`src/rtl/seg_display_mux.sv`:
```
// seg_display_mux
//   Time-multiplexed N-digit seven-segment display controller. A free-running
//   slot counter steps through the digits; each digit slot is split into
//   2^BRIGHT_W brightness phases for PWM dimming. Display data is
//   double-buffered: `load` writes the shadow buffer, and the shadow buffer is
//   copied to the active buffer at each frame boundary. A load that lands on
//   the boundary cycle goes straight to both buffers. All pin outputs are
//   registered.
//
// Ports
//   clk          system clock
//   reset        asynchronous reset, active low
//   value        hex nibbles, nibble i = value[4i+3:4i], digit 0 rightmost
//   dp           per-digit decimal point request (1 = lit)
//   blank        per-digit force-off (1 = dark)
//   lz_suppress  enable leading-zero suppression (live)
//   load         capture value/dp/blank into the shadow buffer
//   brightness   PWM on-time control (live)
//   an           anodes, active low
//   sseg         segments {g,f,e,d,c,b,a}, active low
//   dp_out       decimal-point segment, active low
//   frame_done   one-cycle pulse with the first digit-0 output of a frame
module seg_display_mux #(
  parameter int unsigned DIGITS      = 4,
  parameter int unsigned REFRESH_DIV = 100000,
  parameter int unsigned BRIGHT_W    = 4
) (
  input  logic                  clk,
  input  logic                  reset,
  input  logic [4*DIGITS-1:0]   value,
  input  logic [DIGITS-1:0]     dp,
  input  logic [DIGITS-1:0]     blank,
  input  logic                  lz_suppress,
  input  logic                  load,
  input  logic [BRIGHT_W-1:0]   brightness,
  output logic [DIGITS-1:0]     an,
  output logic [6:0]            sseg,
  output logic                  dp_out,
  output logic                  frame_done
);

  localparam int unsigned PH_LEN = REFRESH_DIV >> BRIGHT_W;
  localparam int unsigned SUB_W  = (PH_LEN > 1) ? $clog2(PH_LEN) : 1;
  localparam int unsigned IDX_W  = (DIGITS > 1) ? $clog2(DIGITS) : 1;

  localparam logic [SUB_W-1:0]    SUB_LAST = SUB_W'(PH_LEN - 1);
  localparam logic [IDX_W-1:0]    IDX_LAST = IDX_W'(DIGITS - 1);
  localparam logic [BRIGHT_W-1:0] PH_LAST  = '1;

  // Slot counter kept as {phase, sub}: cnt = phase*PH_LEN + sub. This yields
  // the PWM phase directly instead of dividing cnt by a non-power-of-two.
  logic [SUB_W-1:0]     r_sub;
  logic [BRIGHT_W-1:0]  r_phase;
  logic [IDX_W-1:0]     r_idx;

  logic [4*DIGITS-1:0]  r_val_s, r_val_a;
  logic [DIGITS-1:0]    r_dp_s, r_dp_a;
  logic [DIGITS-1:0]    r_blank_s, r_blank_a;

  logic [DIGITS-1:0]    r_an;
  logic [6:0]           r_sseg;
  logic                 r_dp_out;
  logic                 r_frame_done;
  logic                 r_boundary;

  logic                 w_sub_tc, w_slot_tc, w_wrap;
  logic                 w_run_zero;
  logic [DIGITS-1:0]    w_supp;
  logic [3:0]           w_nib;
  logic                 w_dp_cur, w_dark_cur;
  logic                 w_on, w_lit;
  logic [DIGITS-1:0]    w_an_nxt;

  function automatic logic [6:0] f_decode(input logic [3:0] nib);
    unique case (nib)
      4'h0: return 7'h40;
      4'h1: return 7'h79;
      4'h2: return 7'h24;
      4'h3: return 7'h30;
      4'h4: return 7'h19;
      4'h5: return 7'h12;
      4'h6: return 7'h02;
      4'h7: return 7'h78;
      4'h8: return 7'h00;
      4'h9: return 7'h10;
      4'hA: return 7'h08;
      4'hB: return 7'h03;
      4'hC: return 7'h46;
      4'hD: return 7'h21;
      4'hE: return 7'h06;
      4'hF: return 7'h0E;
    endcase
  endfunction

  assign w_sub_tc  = (r_sub == SUB_LAST);
  assign w_slot_tc = w_sub_tc && (r_phase == PH_LAST);
  assign w_wrap    = w_slot_tc && (r_idx == IDX_LAST);

  always_ff @(posedge clk or negedge reset) begin
    if (!reset) begin
      r_sub   <= '0;
      r_phase <= '0;
      r_idx   <= '0;
    end else begin
      r_sub <= w_sub_tc ? '0 : r_sub + 1'b1;
      if (w_sub_tc) begin
        r_phase <= r_phase + 1'b1;
      end
      if (w_slot_tc) begin
        r_idx <= (r_idx == IDX_LAST) ? '0 : r_idx + 1'b1;
      end
    end
  end

  always_ff @(posedge clk or negedge reset) begin
    if (!reset) begin
      r_val_s   <= '0;
      r_dp_s    <= '0;
      r_blank_s <= '0;
      r_val_a   <= '0;
      r_dp_a    <= '0;
      r_blank_a <= '0;
    end else begin
      if (load) begin
        r_val_s   <= value;
        r_dp_s    <= dp;
        r_blank_s <= blank;
      end
      // A load on the boundary cycle bypasses the shadow stage.
      if (w_wrap) begin
        r_val_a   <= load ? value : r_val_s;
        r_dp_a    <= load ? dp    : r_dp_s;
        r_blank_a <= load ? blank : r_blank_s;
      end
    end
  end

  // Suppression scans from the top digit down: digit i is suppressed while
  // every nibble from the top down to and including i is zero. Digit 0 never is.
  always_comb begin
    w_run_zero = 1'b1;
    w_supp     = '0;
    for (int unsigned k = 0; k < DIGITS; k++) begin
      w_run_zero = w_run_zero && (r_val_a[4*(DIGITS-1-k) +: 4] == 4'h0);
      w_supp[DIGITS-1-k] = lz_suppress && w_run_zero && (k != DIGITS-1);
    end
  end

  always_comb begin
    w_nib      = '0;
    w_dp_cur   = 1'b0;
    w_dark_cur = 1'b1;
    for (int unsigned k = 0; k < DIGITS; k++) begin
      if (r_idx == IDX_W'(k)) begin
        w_nib      = r_val_a[4*k +: 4];
        w_dp_cur   = r_dp_a[k];
        w_dark_cur = r_blank_a[k] | w_supp[k];
      end
    end
  end

  assign w_on  = (r_phase <= brightness);
  assign w_lit = w_on && !w_dark_cur;

  always_comb begin
    w_an_nxt = '1;
    for (int unsigned k = 0; k < DIGITS; k++) begin
      w_an_nxt[k] = !(w_lit && (r_idx == IDX_W'(k)));
    end
  end

  // r_boundary marks that the counters just wrapped, so frame_done lines up
  // with the first registered output of digit 0 rather than the wrap cycle.
  always_ff @(posedge clk or negedge reset) begin
    if (!reset) begin
      r_an         <= '1;
      r_sseg       <= '1;
      r_dp_out     <= 1'b1;
      r_boundary   <= 1'b0;
      r_frame_done <= 1'b0;
    end else begin
      r_an         <= w_an_nxt;
      r_sseg       <= w_lit ? f_decode(w_nib) : '1;
      r_dp_out     <= w_lit ? ~w_dp_cur : 1'b1;
      r_boundary   <= w_wrap;
      r_frame_done <= r_boundary;
    end
  end

  assign an         = r_an;
  assign sseg       = r_sseg;
  assign dp_out     = r_dp_out;
  assign frame_done = r_frame_done;

endmodule
```
`config.mk`:
```
export PLATFORM = sky130hd
export DESIGN_NAME = seg_display_mux
export DESIGN_NICKNAME = d
export VERILOG_FILES = /design/src/rtl/seg_display_mux.sv
export SDC_FILE = /design/constraint.sdc
export NUM_CORES = 1
export LEC_CHECK = 0
export CORE_ASPECT_RATIO = 0.7
export CORE_MARGIN = 2
export CORE_UTILIZATION = 45
export DETAILED_ROUTE_END_ITERATION = 10
export PLACE_DENSITY = 0.8
export SLEW_MARGIN = 20
export SYNTH_ARGS = -nofsm -noshare
export SYNTH_HDL_FRONTEND = slang
export SYNTH_SLANG_ARGS = --single-unit
```
`constraint.sdc`:
```
create_clock -name clk -period 2.64 [get_ports clk]
set_input_delay 0.528 -clock clk [delete_from_list [all_inputs] [get_ports clk]]
set_output_delay 0.528 -clock clk [all_outputs]
set_load 0.03 [all_outputs]
```
==> Word-level counts from Yosys, hierarchy flattened <==
Memory sizes are Yosys's and may differ from the RTL's.
Cells that the tools add are included.
{ "word_totals": {"reg_bits": 81, "mem_bits_ro": 112, "in_bits": 32, "output_inout_bits": 13, "n_memories": 1} }
{ "memory_table": {"columns": ["memory", "depth", "word_bits", "read_ports", "rd_ports_with_merged_regs", "wr", "line", "text"], "rows": [
  ["(no name shown)", 16, 7, 1, 0, 0, "75", "unique case (nib)"]
]} }
{ "classes": {"add_sub_neg": 3, "order_cmp": 1, "eq_ne": 5, "n_mux": 19, "bitwise_logic": 4, "reduce_logical": 21} }
{ "op_table": {"columns": ["cell", "n"], "rows": [
  ["$mux 4", 6],
  ["$mux 16", 1],
  ["$add 13x1->13 const B", 1],
  ["$eq 13x13->1 const B", 1],
  ["$mux 13", 1],
  ["$logic_and 1x1->1", 12],
  ["$logic_not 4->1", 3],
  ["$mux 1", 9],
  ["$mux 7", 1],
  ["$logic_not 1->1", 5],
  ["$add 4x1->4 const B", 1],
  ["$eq 2x2->1 const B", 2],
  ["$eq 4x4->1 const B", 1],
  ["$le 4x4->1", 1],
  ["$or 1x1->1", 3],
  ["$add 2x1->2 const B", 1],
  ["$eq 2x1->1 const B", 1],
  ["$logic_not 2->1", 1],
  ["$mux 2", 1],
  ["$not 1->1", 1]
]} }

==> Longest topological paths before layout <==
{ "logic_depth": {"ltp_word": 12, "ltp_mapped": 11, "ltp_nobuf": 10} }

==> Worst setup path after synthesis <==
No wires, ideal clock.
{ "synth_path": {"path_kind": "reg-to-reg", "startpoint": "reg r_idx[0]", "endpoint": "reg r_sseg[3], in the netlist sseg[3]", "arrival_ns": 2.415, "t_required_ns": 2.578, "slack_ns": 0.163, "stages_incl_launch_ff": 10, "n_path_buf": 2, "path_cell_list": "dfrtp_1 ha_1 clkbuf_1 buf_1 a221oi_1 inv_1 ha_1 mux2i_1 mux2_2 nand2_1"} }
{ "synth_between": {"elab_chain_len": 8} }
{ "synth_lines": {"columns": ["item", "line", "text"], "rows": [
  ["start: declaration", "54", "logic [IDX_W-1:0] r_idx;"],
  ["start signal: assignment", "110", "r_idx <= (r_idx == IDX_LAST) ? '0 : r_idx + 1'b1;"],
  ["branches (longest 7 deep; another with $mem_v2 16x7)", null, null],
  ["$mux 7 (*)", "183", "r_sseg <= w_lit ? f_decode(w_nib) : '1;"],
  ["end signal: assignment", "183", null],
  ["end: declaration", "61", "logic [6:0] r_sseg;"]
]} }
Mark *: on every way between the ends.
A chain may end at the register's enable or synchronous reset.

==> Worst setup path in the final report <==
{ "layout_path": {"startpoint": "reg r_sub[8]", "endpoint": "reg r_dp_a[3]"} }
{ "layout_between": {"elab_chain_len": 3} }
{ "layout_lines": {"columns": ["item", "line", "text"], "rows": [
  ["start: declaration", "52", "logic [SUB_W-1:0] r_sub;"],
  ["start signal: assignment", "105", "r_sub <= w_sub_tc ? '0 : r_sub + 1'b1;"],
  ["$eq 13x13->1", "95", "assign w_sub_tc = (r_sub == SUB_LAST);"],
  ["$logic_and 1x1->1", "96", "assign w_slot_tc = w_sub_tc && (r_phase == PH_LAST);"],
  ["$logic_and 1x1->1", "97", "assign w_wrap = w_slot_tc && (r_idx == IDX_LAST);"],
  ["end signal: assignment", "132", "r_dp_a <= load ? dp : r_dp_s;"],
  ["end: declaration", "57", "logic [DIGITS-1:0] r_dp_s, r_dp_a;"]
]} }
No other way between the ends.

==> qor.txt <==
Vias post-DR: 2,407
Xor and xnor area share after synthesis: 0.0353
Final #Nets: 399
Final hold slack: 0.329 ns
Least-Margin Pin Slew: 0.921 ns
Compound-cell area share of the yosys netlist: 0.0622
H-tree Lvls: 3
Worst-Skew Late Latency: 0.33 ns
Fillers: 647
Layout cells sized above 1: 0.206
Leak Pwr: 2.06 nW
Top Ports: 45
CTS hold repair buffers: 0
YS warnings: 0
Max-cap violations: 0
Pwr/cell area: 581 nW/um2
Die width: 113 um
Number of global-route vias before repair: 2,401
Comb power frac: 0.058
Asr flop ratio synth: 1.00
Synth top cells by count: dfrtp_1 (69), mux2_2 (31), nand2_1 (20)
Post-DR vias/cell: 5.28
Largest family of logic cells by synthesized area: multiplexers
Crit-path max FO: 25
P&R area growth vs syn: 23.6%
CP startpoint kind: flip-flop
Core ar.: 7940 um2
Worst clock skew: 0.00844 ns
Tot GR Track Use: 0.168
N_diodes: 0
Final setup viols: 0
Most common cell in the netlist: dfrtp_1
Tmin final: 2.42 ns
TritonRoute pass-1 iters: 5
Total CTS buffers: 9
Post-synth design cell area: 3720 um2
Top cells by area, synth: dfrtp_1 (46%), mux2_2 (9.4%), dfstp_2 (8.5%)
Post-synthesis mux area share: 0.159
Initial antenna violation count: 0
Final Hold Fails: 0
Largest net degree at the start of global routing: 77
Syn_area_per_cell: 12.5 um2
Clock Sinks: 81
Total die area: 9030 um2
Status: finished, final reports clean
Crit path capture type: flip-flop
Post-route ant nets: 0
Chip height: 80.1 um
Clock share of power: 0.459
Pint: 2.12 mW
Predominant post-synthesis flop cell: dfrtp_1
Wire length per cell: 15.2 um
Clock root buffer: clkbuf_16
Total Power: 2.68 mW
Cell Count, Final, Fillers Out: 456
Row count: 27
Switching Share: 0.206
RSZ-0062 raised after global routing: false
Cell variety after synth: 39
DP HPWL: 4800 um
Initial Util: 0.469
F_max: 413 MHz
DRC: 0
IO Port Bufs: 44
WP data required: 2.86 ns
Grt ovf: 0
NetSw: 552 uW
Placed cells: 440
Max clock buf depth: 2
Sequential Power Share: 0.483
First-pass GRT wire length: 11,800 um
Register bit count reported by yosys: 81
Hold WC Path Type: in -> async
Final wirelength: 6920 um
Pins Over Slew Limit: 0
Final Cell Area: 4600 um2
DP Worst Slack: 0.176 ns
EDFF count, synth: 0
Period utilization: 0.917
Worst slew margin: 0.386
Register area share after synthesis: 0.548
Peak VDD IR: 0.338 mV
R2r setup slk: 0.22 ns
Leading area contributor after synthesis: dfrtp_1
Syn Inst Count: 298
CTS tree: done
Post-CTS Repair Setup Buffers: 0
1st-iter DRT viols: 166
Post-synthesis simple-gate area fraction: 0.0985
GP Congestion: 0.914
Worst setup margin: 0.220 ns
Arr. time, crit path: 2.64 ns
Final setup TNS: 0 ns
CTS clk-pin slew, worst paths: 0.06 ns
Worst Setup Path Type: reg -> reg
DP Area: 4300 um2
Adder-cell share of the synthesized area: 0.0571
Syn_nets: 347
Share of the synthesized area in the top cell type: 0.464
Utilization after layout: 0.580
Post_cts resized: 0
[per-layer routing]
metal | up-vias | global-route usage | routed length [um]
met5 | - | 0 | 0
met1 | 1189 | 0.231 | 3440
met4 | 0 | 0.0500 | 57
met2 | 65 | 0.252 | 2990
met3 | 6 | 0.0566 | 432
li1 | 1147 | - | -
[critical path, cell delays in order (launching register included)]
cell and delay [ns]:
dfrtp_1 0.42, or4b_4 0.56, nor4_4 0.31, and4_4 0.28, and2_1 0.17, buf_12 0.19
mux2_2 0.35
[area by class of cell]
class                      count  area (um2)  share of cell area
clock buffer                  11         243              0.0527
clock inverter                 5        56.3              0.0122
tap                          101         126              0.0275
inverter                      18        67.6              0.0147
sequential                    81        2040               0.444
timing repair buffer          54         526               0.114
multi-input combinational    186        1540               0.335
[cell families (layout without fill, tap and decap cells)]
kind of cell             Yosys count  count (layout)
AO/OA/AOI/OAI                     34              34
XOR/XNOR                          15              15
adder cells (fa/ha/maj)           17              17
buffers and inverters             31              88
flip-flops                        81              81
multiplexers                      53              53
AND/OR/NAND/NOR                   67              67
[flip-flops by register name, summed over array words and instances, names as in the netlist, 2 cells and up]
signal	count
r_blank_a	4
r_phase	4
r_dp_s	4
r_dp_a	4
r_idx	2
r_blank_s	4
r_val_a	16
r_val_s	16
sseg	7
r_sub	13
an	4
[worst paths after layout]
check | startpoint | endpoint | cells after the start
hold / removal | reset | r_blank_s[2] | 1
max in group asynchronous | reset | an[0] | 2
hold reg to reg | r_boundary | frame_done | 0
setup reg to reg | r_sub[8] | r_dp_a[3] | 6
setup / recovery | r_sub[8] | r_dp_a[3] | 6
min in group clk | r_boundary | frame_done | 0
[cell usage in the layout, fill, tap and decap left out, types with 3 or more instances in the layout]
cell,synthesis,layout
a21oi_1,11,11
ha_1,17,17
clkbuf_16,0,9
nand3b_1,5,5
nor4_1,4,4
nand4_1,3,3
xnor2_1,10,10
dfrtp_1,69,69
clkdlybuf4s50_1,0,43
a211oi_1,3,3
nand2_1,20,20
buf_4,0,10
mux2i_1,3,3
dfstp_2,12,12
inv_1,18,18
mux2_1,19,19
a221oi_1,4,4
mux2_2,31,31
nor2_1,14,14
o221ai_1,6,6
xor2_1,5,5
nor3b_1,4,4
o21ai_0,5,5
nand3_1,7,7
[power groups by stage]
| stage | Clock (mW) | Combinational, mW | Sequential, mW |
|---|---|---|---|
| detailed placement | 0 | 0.157 | 1.32 |
| global placement | 0 | 0.154 | 1.31 |
| floorplan | 0 | 0.0596 | 1.32 |
| global route | 1.31 | 0.171 | 1.30 |
| CTS | 1.26 | 0.158 | 1.29 |
| finish | 1.23 | 0.154 | 1.29 |
No activity file was read; power rests on OpenSTA's default activity.
==> variant 1, RTL diff (config.mk and constraints unchanged) <==
Put one more register stage on the output `an`, cleared by the reset. The value now appears one clock later. The other outputs are not delayed to match.
--- a/src/rtl/seg_display_mux.sv
+++ b/src/rtl/seg_display_mux.sv
@@ -189,3 +189,9 @@
 
-  assign an         = r_an;
+  always_ff @(posedge clk or negedge reset) begin
+    if (!reset) begin
+      an <= '0;
+    end else begin
+      an <= r_an;
+    end
+  end
   assign sseg       = r_sseg;
Behaviour: not the same (Yosys sat finds a counterexample within 4 cycles, from zero or initial values and one cycle with reset low).
==> variant 1 against the unedited design <==
Non-clock buffer count increased by 3. Global-route usage rose by 0.77 points. Count of clock-buffer cells in the layout unchanged. Synthesized area is 2.7% higher. Power increased by 4.5%. Sequential cell count rose by 4. Final cell count increased by 2.4%. Design area rose by 3.3%. Worst setup slack worse by 4.5 ps. Wire length grew 6.0%. Highest routed layer unchanged. Largest cell class unchanged. Critical path type unchanged. Sequential share of layout area rose by 0.68 points.
==> variant 1: results (changes against the unedited design) <==
[status]
status = finished, final reports clean  ; unchanged

[global_routing]
met1_usage_pct = 25.0  ; was 23.1%
track_usage_pct = 17.5  ; was 16.8%
grt_pass1_wl_um = 12300  ; was 11,800 µm
grtUsageMet2_pct = 26.0  ; was 25.2%
grtUsageMet3_pct = 4.70  ; was 5.66%
grt_pass1_vias = 2523  ; was 2,401
grt_max_degree = 47  ; was 77

[power_and_ir_drop]
power.share.sequential_pct = 48.5  ; was 48.3%
netSwitchingFraction_pct = 20.7  ; was 20.6%
power_leakage_nw = 2.12  ; was 2.06 nW
peakVddDrop_uv = 355  ; was 338 µV
power.share.clock_pct = 45.8  ; was 45.9%

[synthesis]
synthAdderAreaFrac_pct = 5.56  ; was 5.71%
synthMuxAreaShare_pct = 15.5  ; was 15.9%
ys_top_cells_by_area = dfrtp_1, mux2_2, dfstp_2  ; unchanged
ys_seq_area_share_pct = 56.0  ; was 54.8%
syn_nets = 351  ; was 347
synth_common_cells = dfrtp_1, mux2_2, nand2_1  ; unchanged
synth-compound-area-share_pct = 6.05  ; was 6.22%

[placed_design]
gp_congestion = 0.867  ; was 0.914
dp_worst_setup_slack_ps = 133  ; was 176 ps

[route]
wirelength_met1_um = 3680  ; was 3440 µm
dr_wl_met3_um = 326  ; was 432 µm
wl_per_cell_um = 15.7  ; was 15.2 µm
first_iter_violations = 91  ; was 166
routed_via_density = 5.15  ; was 5.28

[cells_and_area]
drive_gt1_share_pct = 21.3  ; was 20.6%
nonClkBufAreaFrac_pct = 11.8  ; was 11.4%
nets = 406  ; was 399
clkCellAreaFrac_pct = 6.55  ; was 6.50%
buffers = 57  ; was 54
regArea_um2 = 2140  ; was 2040 µm²

==> variant 1: cell types whose count changed after synthesis, sizes merged <==
cell	delta
dfrtp	+4
==> variant 1: worst paths after layout <==
kind | slack (ps) | to | start | cells after the start
setup / recovery | 220 | r_val_a[0] | r_sub[8] | 6
hold / removal | 190 | an[0] | reset | 1
setup reg to reg | 220 | r_val_a[0] | r_sub[8] | 6
hold reg to reg | 370 | frame_done | r_boundary | 0
max in group asynchronous | 1790 | r_an[3] | reset | 2
min in group clk | 370 | frame_done | r_boundary | 0
==> variant 1: stage by stage <==
| step | power, mW | area [µm²] | instances |
|---|---|---|---|
| after global placement | 1.53 | 4440 | 451 |
| after floorplan | 1.44 | 3820 | 302 |
| after CTS | 2.82 | 4750 | 467 |
| final | 2.79 | 4750 | 467 |
| after global routing | 2.89 | 4750 | 467 |
| after detailed placement | 1.54 | 4440 | 451 |
==> variant 2, RTL diff (same flow settings) <==
Made on the original files. The parameter `REFRESH_DIV` goes from 100000 to 50000.
--- a/src/rtl/seg_display_mux.sv
+++ b/src/rtl/seg_display_mux.sv
@@ -24,3 +24,3 @@
   parameter int unsigned DIGITS      = 4,
-  parameter int unsigned REFRESH_DIV = 100000,
+  parameter int unsigned REFRESH_DIV = 50000,
   parameter int unsigned BRIGHT_W    = 4
Behaviour: no difference found for any inputs over 10 cycles, from zero or initial values and one cycle with reset low; that may be too few to reach the edited logic, so the function may still have changed.
==> variant 2 against the unedited design <==
Power fell by 4.0%. Maximum frequency fell by 0.26%. Critical endpoint is now r_dp_a[0]. Sequential cell count fell by 1. Final cell count fell by 0.44%. Critical path type unchanged. Highest routed layer unchanged. Wire length rose by 1.2%. Synthesized area fell by 1.0%. Design area fell by 0.79%. Via count rose by 0.50%. Worst setup slack got worse by 6.4 ps. Synthesized cell count fell by 1.0%. Clock skew fell by 3.8 ps.
==> variant 2: results (changes against the unedited design) <==
[setup_path]
slowest_delay_ps = 570
crit_fanout = 25  ; unchanged
endpoint = r_dp_a[0]  ; was r_dp_a[3]
crit_start = r_sub[7]  ; was r_sub[8]
reg2regPathDepth = 6  ; unchanged
r2r_slack_ps = 210

[timing]
worst_slew_pin_slew_ps = 612  ; was 921 ps
holdWs_ps = 199  ; was 329 ps
clock_skew_ps = 4.67  ; was 8.44 ps
period_needed_ps = 2430  ; was 2420 ps

[synthesis]
ys.flop_type = dfrtp_1  ; unchanged
synth_common_cells = dfrtp_1, mux2_2, inv_1, mux2_1, nand2_1  ; was dfrtp_1, mux2_2, nand2_1
yosysUniqueCellTypes = 38  ; was 39
ys_seq_area_share_pct = 54.7  ; was 54.8%
synthArstFlopShare_pct = 100  ; unchanged
ys_top_cells_by_area = dfrtp_1, mux2_2, dfstp_2  ; unchanged
synth_edf_count = 0  ; unchanged
syn_nets = 344  ; was 347

[global_routing]
grt_max_degree = 81  ; was 77
grt_pass1_vias = 2407  ; was 2,401
grt_pass1_wl_um = 11900  ; was 11,800 µm
met1_usage_pct = 24.3  ; was 23.1%
antenna_found_initial = 0  ; unchanged
grtUsageMet3_pct = 7.44  ; was 5.66%
track_usage_pct = 17.5  ; was 16.8%
grtUsageMet2_pct = 24.9  ; was 25.2%

[route]
routed.top_layer = met4  ; unchanged
first_pass_iters = 4  ; was 5
dr_wl_met3_um = 416  ; was 432 µm
routed_via_density = 5.33  ; was 5.28
wirelength_met1_um = 3390  ; was 3440 µm
first_iter_violations = 152  ; was 166
met2WireLength_um = 3120  ; was 2990 µm
wirelength_um = 7010  ; was 6920 µm

[cells_and_area]
drive_gt1_share_pct = 21.5  ; was 20.6%
nets = 398  ; was 399
reg_top3 = r_val_a (16), r_val_s (16), r_sub (12)  ; was r_val_a (16), r_val_s (16), r_sub (13)
antenna_cells = 0  ; unchanged

[clock_network]
clkTransAtPathRegs_ps = 50
cts_setup_buffers = 0  ; unchanged
cts_root_buffer = clkbuf_16  ; unchanged
cts-resized-gates = 0  ; unchanged
clk_latency_ps = 340
cts_buffers = 9  ; unchanged
h-tree-depth = 3  ; unchanged

[power_and_ir_drop]
power.share.sequential_pct = 49.8  ; was 48.3%
power.share.clock_pct = 44.1  ; was 45.9%
power_leakage_nw = 2.07  ; was 2.06 nW
peakVddDrop_uv = 448  ; was 338 µV
power_switching_uw = 538  ; was 552 µW

[placed_design]
dp_worst_setup_slack_ps = 151  ; was 176 ps
gp_congestion = 0.835  ; was 0.914
dp_hpwl_um = 4990  ; was 4800 µm
place.port_buffers = 44  ; unchanged

[hold_path]
hold_path_class = input port to async pin  ; unchanged

[status]
status = finished, final reports clean  ; unchanged

-- variant 2: cell types whose count changed after synthesis, sizes merged --
cell	delta
xor2	-1
inv	+1
dfrtp	-1
nor4	-1
nand2	-1
nor2b	+1
or4b	-1
or3b	+1
nand3	-3
and3	-1
nand4	+3
-- variant 2: cell families after synthesis --
logic type / synth area share [%]
DFF: 54.7
and+or+nand+nor: 9.74
muxes: 16.1
AOI/OAI and AO/OA: 6.28
buffers and inverters: 4.07
adders and majority gates: 5.77
xor gates and xnor gates: 3.33
-- variant 2: final cells by class --
cell class              count  area (µm²)
repair buffers             56         553
inverters                  19        71.3
fillers                   636        3340
multi-input cells         183        1530
flip-flops and latches     80        2020
clock inverters             4        20.0
clock buffers              11         253
well taps                 101         126
-- variant 2: through the flow --
step                cell area [µm²]  instances  power, mW  util [%]
floorplan                      3690        295       1.36         -
global placement               4290        439       1.45      54.3
detailed placement             4290        439       1.46      54.3
CTS                            4570        454       2.60      57.8
global route                   4570        454       2.67      57.8
finish                         4570        454       2.57      57.8
